## src/rtl/systolic_pq_arbiter.sv

```systemverilog
// Round-robin insert arbiter in front of a systolic priority queue.
// It holds one accepted entry in OFFER until the queue takes it, and tracks queue occupancy.
module systolic_pq_arbiter #(
    parameter int KW    = 8,
    parameter int VW    = 4,
    parameter int NREQ  = 4,
    parameter int DEPTH = 16
) (
    input  logic                           clk,
    input  logic                           rst,
    input  logic [NREQ-1:0]                req_valid,
    input  logic [NREQ*(KW+VW)-1:0]        req_data,
    output logic [NREQ-1:0]                req_rdy,
    output logic                           pq_ivalid,
    output logic [KW+VW-1:0]               pq_idata,
    input  logic                           pq_irdy,
    input  logic                           pq_ovalid,
    input  logic                           pq_ordy,
    output logic [$clog2(DEPTH+1)-1:0]     count,
    output logic                           full,
    output logic                           empty,
    output logic [((NREQ > 1) ? $clog2(NREQ) : 1)-1:0] grant_id
);

    localparam int EW = KW + VW;
    localparam int CW = $clog2(DEPTH + 1);
    localparam int IW = (NREQ > 1) ? $clog2(NREQ) : 1;
    localparam logic [CW-1:0] DEPTH_C = CW'(DEPTH);
    localparam logic [CW:0]   DEPTH_R = (CW + 1)'(DEPTH);

    typedef enum logic {IDLE, OFFER} state_t;

    state_t          state, state_nxt;
    logic [IW-1:0]   rr_ptr;
    logic [IW-1:0]   winner;
    logic            found;
    logic [EW-1:0]   win_data;
    logic [CW:0]     reserved;
    logic            accept;
    logic            ins_xfer;
    logic            ext_xfer;

    // Occupancy update that holds at both ends and cancels simultaneous insert/extract.
    function automatic logic [CW-1:0] sat_count(input logic [CW-1:0] c,
                                                input logic inc, input logic dec);
        if (inc && !dec && (c < DEPTH_C))
            return c + CW'(1);
        if (dec && !inc && (c != '0))
            return c - CW'(1);
        return c;
    endfunction

    function automatic logic [IW-1:0] wrap_inc(input logic [IW-1:0] p);
        if (int'(p) == NREQ - 1)
            return '0;
        return p + IW'(1);
    endfunction

    // First valid requester at or after rr_ptr, wrapping around.
    always_comb begin
        logic [IW-1:0] idx;
        found  = 1'b0;
        winner = '0;
        idx    = '0;
        for (int k = 0; k < NREQ; k++) begin
            idx = IW'((int'(rr_ptr) + k) % NREQ);
            if (!found && req_valid[idx]) begin
                found  = 1'b1;
                winner = idx;
            end
        end
    end

    always_comb begin
        win_data = '0;
        for (int k = 0; k < NREQ; k++) begin
            if (IW'(k) == winner)
                win_data = req_data[k*EW +: EW];
        end
    end

    assign reserved = {1'b0, count} + (CW + 1)'(state == OFFER);
    assign ins_xfer = pq_ivalid & pq_irdy;
    assign ext_xfer = pq_ovalid & pq_ordy;

    always_comb begin
        state_nxt = state;
        req_rdy   = '0;
        pq_ivalid = 1'b0;
        accept    = 1'b0;
        case (state)
            IDLE: begin
                if (found && (reserved < DEPTH_R)) begin
                    accept          = 1'b1;
                    req_rdy[winner] = 1'b1;
                    state_nxt       = OFFER;
                end
            end
            OFFER: begin
                pq_ivalid = 1'b1;
                if (pq_irdy)
                    state_nxt = IDLE;
            end
            default: state_nxt = IDLE;
        endcase
    end

    always_ff @(posedge clk) begin
        if (rst) begin
            state    <= IDLE;
            rr_ptr   <= '0;
            count    <= '0;
            grant_id <= '0;
            pq_idata <= '0;
        end else begin
            state <= state_nxt;
            count <= sat_count(count, ins_xfer, ext_xfer);
            if (accept) begin
                grant_id <= winner;
                pq_idata <= win_data;
            end
            if (ins_xfer)
                rr_ptr <= wrap_inc(grant_id);
        end
    end

    assign full  = (count == DEPTH_C);
    assign empty = (count == '0);

endmodule

```

## config.mk

```make
export PLATFORM = sky130hd
export DESIGN_NAME = systolic_pq_arbiter
export DESIGN_NICKNAME = d
export VERILOG_FILES = /design/src/rtl/systolic_pq_arbiter.sv
export SDC_FILE = /design/constraint.sdc
export NUM_CORES = 1
export LEC_CHECK = 0
export ABC_AREA = 1
export CAP_MARGIN = 10
export CORE_ASPECT_RATIO = 1.5
export CORE_MARGIN = 5
export CORE_UTILIZATION = 41
export DETAILED_ROUTE_END_ITERATION = 16
export PLACE_DENSITY = 0.82
export SLEW_MARGIN = 20
export SYNTH_ARGS = -nofsm -noshare
export SYNTH_HDL_FRONTEND = slang
export SYNTH_SLANG_ARGS = --single-unit
```

## constraint.sdc

```tcl
create_clock -name clk -period 2.85 [get_ports clk]
set_clock_uncertainty 0.15 [all_clocks]
set_input_delay 0.57 -clock clk [delete_from_list [all_inputs] [get_ports clk]]
set_output_delay 0.57 -clock clk [all_outputs]
set_load 0.01 [all_outputs]
```

==> out/metrics.csv, run 1 <==
metric,value,unit
drt pass-1 iters,4,
core area,3990,µm²
wire per inst,12.4,µm
drt via density,4.95,
initial antenna violation count,0,
"Arr. time, crit path",1.99,ns
mux contribution to synthesized area,0,%
Synth Flop Type,dfxtp_1,
Crit path buffers/inverters,4,
largest net degree at the start of global routing,17,
"Setup violations, final",0,
# diodes,0,
Iter 0 DRT Violations,89,
Min-Delay Path Class,reg -> reg,
part of the power in registers,22.8,%
Antenna Nets Post-Route,0,
Skew-Pair Late Insertion Delay,0.26,ns
DPL Wire Length,4.20,mm
Starting Density,42.8,%
max-cap violations,0,
worst path cell trace,inv_1 -> nand2_1 -> nand2_2 -> nand2_2 -> nand2_2 -> nor2_4 -> nand3b_1 -> nand2_2 -> nor2_4 -> buf_6 -> inv_2 -> nor2_1 -> buf_2,
Worst-path clk slew,0.09,ns
clock sinks,22,
status,completed,
crit-path most repeated cell,nand2_2,
Clk pwr share,14.5,%
Comb pwr share,62.7,%
Inst Count DP,419,
P per Cell Area,714,nW/µm²
hold slack,0.318,ns
Hold Buf Count CTS,0,
Worst path top cell family by delay,simple AND/OR/NAND/NOR gates,
Max-slew headroom,69.9,%
Leak,1.32,nW
Final min period,2.71,ns
TritonCTS clock tree,built,
DRC errors left,0,
IO Port Bufs,82,
Post-synth EDFFs,0,
Die H,89.0,µm
Final GP Congestion,0.899,
first-pass GRT wire length,8.28,mm
WL final,5.26,mm
Critical Path End Type,output pin,
xor-xnor portion of the synthesized cell area,1.03,%
worst setup path class,reg -> out,
final net count,442,
Mapped Area,1710,µm²
Max VDD drop,0.558,mV
Pint,0.00116,W
P&R area growth vs syn,63.3,%
"FFs w/ async S/R, synth",0,%
DR vias,2104,
row cnt,28,
crit share post-route,95.0,%
clock root buffer,clkbuf_8,
CTS buffer count,3,
htree depth,1,
Synth Area in Adders,2.93,%
final hold vios,0,
nature of the critical path startpoint,flip-flop,
share of layout cells above drive strength 1,18.4,%
final cell count without fillers,425,
Synth Area in Simple Gates,49.5,%
RSZ-0062 raised after global routing,no,
Sw Share,41.5,%
sequential share of the synthesized area,25.8,%
Net Sw Power,0.000828,W
Max Slew Vio Count,0,
synthesized netlist cell count,285,
syn_nets,346,
FMAX,369,MHz
total power,0.00199,W
synth unique cells,31,
Synth warnings,0,
Die Width,62.7,µm
WP data required,2.13,ns
measured slew at the worst slew-check pin,0.448,ns
io pins,83,
register bit total from synthesis,22,
number of global-route vias before repair,2011,
GRT Total Usage,17.9,%
Critical Path Fanout Max,5,
largest family of logic cells by synthesized area,simple AND/OR/NAND/NOR gates,
syn avg cell area,5.99,µm²
CP peak stage delay,0.32,ns
"Slowest-stage cell, CP",dfxtp_1,
# fillers,350,
die area,5580,µm²
complex-gate fraction of the synthesized area,10.5,%
clock buffer depth,2,
total gr overflow,0,
## power by group through the flow
stage | logic, W | clock network (W) | registers [W]
4_1_cts | 0.00122 | 0.000294 | 0.000453
2_1_floorplan | 0.000692 | 0 | 0.000489
5_1_grt | 0.00138 | 0.000306 | 0.000464
3_5_place_dp | 0.00122 | 0 | 0.000459
3_3_place_gp | 0.00120 | 0 | 0.000458
6_report | 0.00125 | 0.000289 | 0.000454
## state kept, by name (all words and copies together) (netlist names)
| register | cells |
|---|---|
| pq_idata | 12 |
| state | 1 |
| count | 5 |
| rr_ptr | 2 |
| grant_id | 2 |
## logic make-up (layout without fill, tap and decap cells)
kind of cell             Yosys count  after routing
AO/OA/AOI/OAI                     30             30
XOR/XNOR                           2              2
adder cells (fa/ha/maj)            4              4
buffers and inverters             38            133
flip-flops                        22             22
AND/OR/NAND/NOR                  189            189
## synthesized netlist by cell type, types with 2 or more instances
library cell   n  area, µm²
nand2_1       91        342
nor2_1        37        139
nand3_1       34        170
inv_1         23       86.3
dfxtp_1       22        440
a21oi_1       10       50.1
o21ai_0        9       45.0
nand2_2        8       50.1
nand4_1        7       43.8
a21oi_2        4       35.0
buf_2          4       20.0
ha_1           4       50.1
buf_6          3       33.8
clkbuf_1       3       11.3
inv_2          3       11.3
nor3_1         3       15.0
nand2_4        2       22.5
nand3_2        2       20.0
nor2_4         2       22.5
o21ai_1        2       10.0
xor2_1         2       17.5
## repair_timing
item	CTS	global route
pin swaps	1	6
endpoints found under the hold margin	0	0
resized for setup	21	21
endpoints found under the setup margin	4	4
buffers inserted	0	2
## cell usage in the layout, fill, tap and decap left out, types with 4 or more instances in the layout
| cell type | n |
|---|---|
| a21oi_1 | 10 |
| a21oi_2 | 4 |
| buf_2 | 4 |
| buf_4 | 19 |
| clkdlybuf4s50_1 | 74 |
| dfxtp_1 | 22 |
| dlymetal6s2s_1 | 4 |
| ha_1 | 4 |
| inv_1 | 18 |
| inv_2 | 8 |
| nand2_1 | 84 |
| nand2_2 | 14 |
| nand3_1 | 30 |
| nand3_2 | 5 |
| nand4_1 | 7 |
| nor2_1 | 36 |
| o21ai_0 | 9 |
## metal layers
layer  vias up  track usage [%]  share of wire [%]
met5         -                0                  0
met4         0             6.18                1.2
met3         6             2.39                5.9
met2        67             36.1                 54
met1       927             18.6                 39
li1       1104                -                  -
## stage by stage
stage	util [%]	setup slack (ns)	TNS, ns	cell area (µm²)
global placement	66.3	-0.410	-1.58	2650
global route	69.8	0.00159	0	2790
CTS	68.3	-0.0691	-0.0691	2730
detailed placement	66.3	-0.466	-1.80	2650
finish	69.8	0.143	0	2790
floorplan	-	0.427	0	1710
## layout make-up
class,instances,area [µm²],area share [%]
Multi-Input combinational cell,225,1150,41.3
Timing Repair Buffer,102,965,34.6
Inverter,27,104,3.72
Sequential cell,22,440,15.8
Clock inverter,1,30.0,1.08
Tap cell,45,56.3,2.02
Clock buffer,3,41.3,1.48
## worst paths after layout
kind,startpoint,end,slack (ns),depth (start not counted)
min reg2reg,pq_idata[8],pq_idata[8],0.32,2
max,rr_ptr[1],req_rdy[0],0.14,13
min,pq_idata[8],pq_idata[8],0.32,2
max reg2reg,rr_ptr[1],pq_idata[6],0.55,17
## worst min-delay path: stages, from the launching register on
cell     delay (ns)
dfxtp_1        0.32
nand2_1        0.06
a21oi_1        0.05
No activity file was read; power rests on OpenSTA's default activity.
==> run 2, diff against run 1 <==
--- a/config.mk
+++ b/config.mk
@@ -11,6 +11,7 @@
 export CORE_MARGIN = 5
 export CORE_UTILIZATION = 41
 export DETAILED_ROUTE_END_ITERATION = 16
+export GPL_TIMING_DRIVEN = 0
 export PLACE_DENSITY = 0.82
 export SLEW_MARGIN = 20
 export SYNTH_ARGS = -nofsm -noshare
==> out/metrics.csv, run 2 (synthesis results as in run 1) <==
metric,value,unit,change
P&R area growth vs syn,71.9,%,
Critical path origin,rr_ptr[0],,
clock sinks,22,,unchanged
DRC errors left,0,,unchanged
DR vias,2226,,+5.8%
setup ws final,0.105,ns,-0.0378 ns
Max-slew headroom,61.1,%,-8.8 points
GRT Total Usage,19.3,%,+1.4 points
Sw Share,43.8,%,+2.2 points
WL final,5.91,mm,+12%
largest net degree at the start of global routing,17,,unchanged
worst setup path class,reg -> out,,
Max VDD drop,0.642,mV,+15%
FMAX,364,MHz,-1.4%
status,completed,,
Leak,1.36,nW,+2.9%
CP peak stage delay,0.38,ns,+0.06 ns
Final min period,2.75,ns,+0.0378 ns
Reg with most FFs,pq_idata,,
Setup TNS,0,ns,unchanged
"Slowest-stage cell, CP",dfxtp_4,,
Critical Path Fanout Max,10,,+5
total gr overflow,0,,unchanged
final cell count without fillers,438,,+3.1%
IO Port Bufs,82,,unchanged
core area,3990,µm²,unchanged
Inst Count DP,412,,-1.7%
DPL Wire Length,4.16,mm,-0.89%
CTS buffer count,3,,unchanged
# fillers,316,,-9.7%
row cnt,28,,unchanged
worst path cell trace,buf_8 -> nand2_4 -> nand2_4 -> nand2_2 -> nand2_2 -> nor2_4 -> nand4_1 -> nand2_4 -> inv_2 -> buf_6 -> nand2_2 -> nor2_1 -> buf_2,,
htree depth,1,,unchanged
R2R Path End,state,,
Worst path top cell family by delay,simple AND/OR/NAND/NOR gates,,
"Arr. time, crit path",2.03,ns,+0.04 ns
Net Sw Power,0.000860,W,+3.9%
Critical Path End Type,output pin,,
WP data required,2.13,ns,about the same
die area,5580,µm²,unchanged
clock buffer depth,2,,unchanged
measured slew at the worst slew-check pin,0.584,ns,+0.136 ns
io pins,83,,unchanged
dpl ws,-0.735,ns,-0.269 ns
part of the power in registers,23.5,%,+0.7 points
Crit path buffers/inverters,4,,unchanged
first-pass GRT wire length,8.95,mm,+8.1%
clock root buffer,clkbuf_8,,
nature of the critical path startpoint,flip-flop,,
Pint,0.00110,W,-5.1%
Worst-path clk slew,0.07,ns,-0.02 ns
most frequent cells in the layout,"nand2_1 (80), clkdlybuf4s50_1 (74), nor2_1 (36)",,
Die H,89.0,µm,unchanged
Max Slew Vio Count,0,,unchanged
share of layout cells above drive strength 1,23.4,%,+5.0 points
drt via density,5.08,,+2.7%
wire per inst,13.5,µm,+9.1%
Reg2Reg Depth,19,,+2
TritonCTS clock tree,built,,
P per Cell Area,669,nW/µm²,-6.3%
drt pass-1 iters,4,,unchanged
Min-Delay Path Class,reg -> reg,,
final hold vios,0,,unchanged
"Setup violations, final",0,,unchanged
CP endpoint,req_rdy[2],,
Die Width,62.7,µm,unchanged
Skew-Pair Late Insertion Delay,0.26,ns,about the same
Comb pwr share,66.8,%,+4.1 points
Clk pwr share,9.7,%,-4.8 points
"commonest non-fill, non-tap cell in the layout",nand2_1,,
FF-to-FF Start,rr_ptr[0],,
number of global-route vias before repair,2065,,+2.7%
initial antenna violation count,0,,unchanged
"reg-to-reg slack, setup",0.12,ns,-0.43 ns
max FFs per register,12,,unchanged
Hold Buf Count CTS,0,,unchanged
Starting Density,42.8,%,unchanged
post-layout util,73.5,%,+3.7 points
# diodes,0,,unchanged
Iter 0 DRT Violations,126,,+42%
number of cells on the critical path,13,,unchanged
final net count,456,,+3.2%
max-cap violations,0,,unchanged
crit share post-route,96.3,%,+1.3 points
Antenna Nets Post-Route,0,,unchanged
Final GP Congestion,0.892,,-0.72%
biggest regs,"pq_idata x12, count x5",,
[run 2: cell types whose count changed in the layout (fill, tap and decap cells not counted), moves of 3 or more]
cell,previous run,this run
nand2_4,3,11
buf_4,19,24
clkbuf_2,0,4
dlymetal6s2s_1,4,0
nand2_1,84,80
nand2_2,14,10
clkbuf_1,0,3
[run 2: layout make-up]
| type | count | area, µm² | area share [%] |
|---|---|---|---|
| multi-input combinational | 225 | 1210 | 41.3 |
| timing repair buffer | 107 | 992 | 33.8 |
| sequential | 22 | 448 | 15.3 |
| inverter | 27 | 114 | 3.88 |
| buffer | 9 | 70.1 | 2.39 |
| tap | 45 | 56.3 | 1.92 |
| clock buffer | 3 | 41.3 | 1.41 |
[run 2: power groups by stage]
stage,Combinational [W],Clock (W),Sequential [W]
6_report,0.00131,0.000190,0.000462
5_1_grt,0.00143,0.000201,0.000475
4_1_cts,0.00124,0.000190,0.000458
3_5_place_dp,0.00117,0,0.000462
3_3_place_gp,0.00115,0,0.000459
2_1_floorplan,0.000692,0,0.000489
[run 2: worst min path at each step]
| stage | start | to | slack, ns | cells past startpoint |
|---|---|---|---|---|
| after floorplan | pq_idata[10] | pq_idata[10] | 0.34 | 2 |
| after global placement | pq_idata[9] | pq_idata[9] | 0.30 | 2 |
| after detailed placement | pq_idata[8] | pq_idata[8] | 0.31 | 2 |
| after CTS | pq_idata[8] | pq_idata[8] | 0.32 | 2 |
| after global routing | grant_id[1] | grant_id[1] | 0.36 | 2 |
| final | pq_idata[8] | pq_idata[8] | 0.32 | 2 |
[run 2: tightest hold or removal path: cells and delay by family, from the launching register on]
family / cells / cell delay (ns)
AO/OA/AOI/OAI: 1 / 0.05
flip-flops: 1 / 0.31
AND/OR/NAND/NOR: 1 / 0.06
[run 2: metal layers]
| metal | up-vias | GRT usage, % | share of wire (%) |
|---|---|---|---|
| met4 | 0 | 8.69 | 2.1 |
| met2 | 91 | 38.0 | 54 |
| met1 | 993 | 20.6 | 38 |
| met5 | - | 0 | 0 |
| li1 | 1132 | - | - |
| met3 | 10 | 1.89 | 5.8 |
[run 2: repair_timing]
item	4_1_cts	5_1_grt
resized for setup	40	35
gates cloned	0	1
endpoints found under the hold margin	0	0
pin swaps	9	10
setup buffers	19	6
endpoints found under the setup margin	4	5
[run 2: stage by stage]
stage	hold WS, ns	total power, W	area, µm²
CTS	0.320	0.00189	2790
floorplan	0.338	0.00118	1710
finish	0.318	0.00196	2940
detailed placement	0.309	0.00163	2580
global route	0.359	0.00211	2940
global placement	0.302	0.00161	2580
==> run 3, diff against run 2 <==
--- a/config.mk
+++ b/config.mk
@@ -7,8 +7,7 @@
 export LEC_CHECK = 0
 export ABC_AREA = 1
 export CAP_MARGIN = 10
-export CORE_ASPECT_RATIO = 1.5
-export CORE_MARGIN = 5
+export CORE_ASPECT_RATIO = 0.7
 export CORE_UTILIZATION = 41
 export DETAILED_ROUTE_END_ITERATION = 16
 export GPL_TIMING_DRIVEN = 0
==> out/metrics.csv, run 3 (synthesis results as in run 1) <==
metric,value,unit,change
Final GP Congestion,0.864,,-3.1%
setup ws final,0.0715,ns,-0.0335 ns
status,completed,,
wire per inst,12.6,µm,-6.5%
P per Cell Area,720,nW/µm²,+7.5%
register area,445,µm²,-0.56%
Leak,1.33,nW,-2.2%
die area,4430,µm²,-21%
CP peak stage delay,0.23,ns,-0.15 ns
WP data required,2.13,ns,about the same
TritonCTS clock tree,built,,
biggest regs,"pq_idata x12, count x5",,
Max Slew Vio Count,0,,unchanged
Starting Density,43.3,%,+0.52 points
Die Width,79.1,µm,+26%
Final min period,2.78,ns,+0.0335 ns
RSZ-0062 raised after global routing,yes,,
"Setup violations, final",0,,unchanged
DRC errors left,0,,unchanged
crit-path most repeated cell,nand2_2,,
Worst-path clk slew,0.09,ns,+0.02 ns
clock buffer depth,2,,unchanged
Critical Path Fanout Max,3,,-7
Critical Path End Type,output pin,,
Setup TNS,0,ns,unchanged
nature of the critical path startpoint,input port,,
"commonest non-fill, non-tap cell in the layout",nand2_1,,
DPL Wire Length,3.95,mm,-5.1%
hold slack,0.321,ns,+0.00353 ns
"Slowest-stage cell, CP",dlygate4sd2_1,,
Max-slew headroom,60.0,%,-1.1 points
max FFs per register,12,,unchanged
total gr overflow,0,,unchanged
worst path cell trace,dlygate4sd2_1 -> inv_2 -> nand2_1 -> nand2_2 -> o21ai_2 -> nand3b_1 -> nand2_2 -> nor2_4 -> buf_6 -> buf_6 -> nand2_2 -> nor2_1 -> buf_2,,
final net count,452,,-0.88%
most frequent cells in the layout,"nand2_1 (83), clkdlybuf4s50_1 (74), nor2_1 (36)",,
first-pass GRT wire length,8.95,mm,unchanged
DR vias,2248,,+0.99%
GRT Total Usage,25.1,%,+5.8 points
CTS buffer count,3,,unchanged
clock root buffer,clkbuf_8,,
FMAX,360,MHz,-1.2%
max-cap violations,0,,unchanged
core area,3950,µm²,-1.2%
largest net degree at the start of global routing,18,,+1
# diodes,0,,unchanged
WL final,5.58,mm,-5.6%
share of layout cells above drive strength 1,20.8,%,-2.6 points
IO Port Bufs,82,,unchanged
drt pass-1 iters,4,,unchanged
worst setup path class,in -> out,,
dpl ws,-0.756,ns,-0.0215 ns
clock sinks,22,,unchanged
final hold vios,0,,unchanged
htree depth,1,,unchanged
Skew-Pair Late Insertion Delay,0.27,ns,about the same
# fillers,321,,+1.6%
crit share post-route,97.5,%,+1.2 points
number of global-route vias before repair,2144,,+3.8%
row cnt,19,,-32%
Die H,56,µm,-37%
P&R area growth vs syn,68.4,%,
measured slew at the worst slew-check pin,0.600,ns,+0.0163 ns
post-layout util,72.9,%,-0.64 points
drt via density,5.09,,about the same
"Arr. time, crit path",2.06,ns,+0.03 ns
io pins,83,,unchanged
initial antenna violation count,0,,unchanged
Max VDD drop,0.414,mV,-36%
Multi-input gate area,1150,µm²,-5.2%
Iter 0 DRT Violations,109,,-13%
Min-Delay Path Class,reg -> reg,,
Antenna Nets Post-Route,0,,unchanged
Reg with most FFs,pq_idata,,
==> run 3: changes by cell type in the layout (fill, tap and decap cells not counted), sizes merged <==
cell and delta:
clkbuf -4, buf -2, dlygate4sd2 +4, clkdlybuf4s15 -1
==> run 3: final timing paths <==
path,from,endpoint,slack [ns],cells past startpoint
worst min register to register,pq_idata[9],pq_idata[9],0.32,2
worst min-delay path,pq_idata[9],pq_idata[9],0.32,2
worst max-delay path,req_valid[2],req_rdy[2],0.07,13
worst max register to register,rr_ptr[0],pq_idata[3],0.37,17
==> run 3: stage by stage <==
stage	cells	area, µm²	total power, W
floorplan	285	1710	0.00118
global placement	419	2590	0.00161
detailed placement	419	2590	0.00163
CTS	434	2780	0.00197
global route	442	2880	0.00223
finish	442	2880	0.00207
==> run 3: per-layer routing <==
layer  global-route usage [%]  vias to the layer above  routed length, µm
li1                         -                     1133                  -
met1                     31.1                     1002               2370
met2                     43.2                      103               2650
met3                     6.72                       10                464
met4                     5.71                        0                 95
met5                        0                        -                  0
==> run 3: worst max-delay path, delay by kind of cell <==
family                 cells  cell delay (ns)
buffers and inverters      5             0.64
AO/OA/AOI/OAI              1             0.15
AND/OR/NAND/NOR            7             0.69
==> run 3: timing repair <==
action,4_1_cts,5_1_grt
gates cloned,0,1
hold buffers,0,0
buffers inserted,13,7
pin swaps,12,12
resized for setup,46,16
endpoints found under the setup margin,4,4
==> run 3: cell type report <==
class | count | share of cell area, %
inverter | 27 | 4.31
tap | 52 | 2.26
timing repair buffer | 103 | 33.2
multi-input combinational | 225 | 40.0
buffer | 9 | 2.79
sequential | 22 | 15.5
clock buffer | 4 | 1.91
==> run 3: where the power goes <==
group,total [W],switching [W],internal [W]
sequential,0.000462,0.0000689,0.000393
clock,0.000238,0.000115,0.000123
combinational,0.00137,0.000715,0.000655
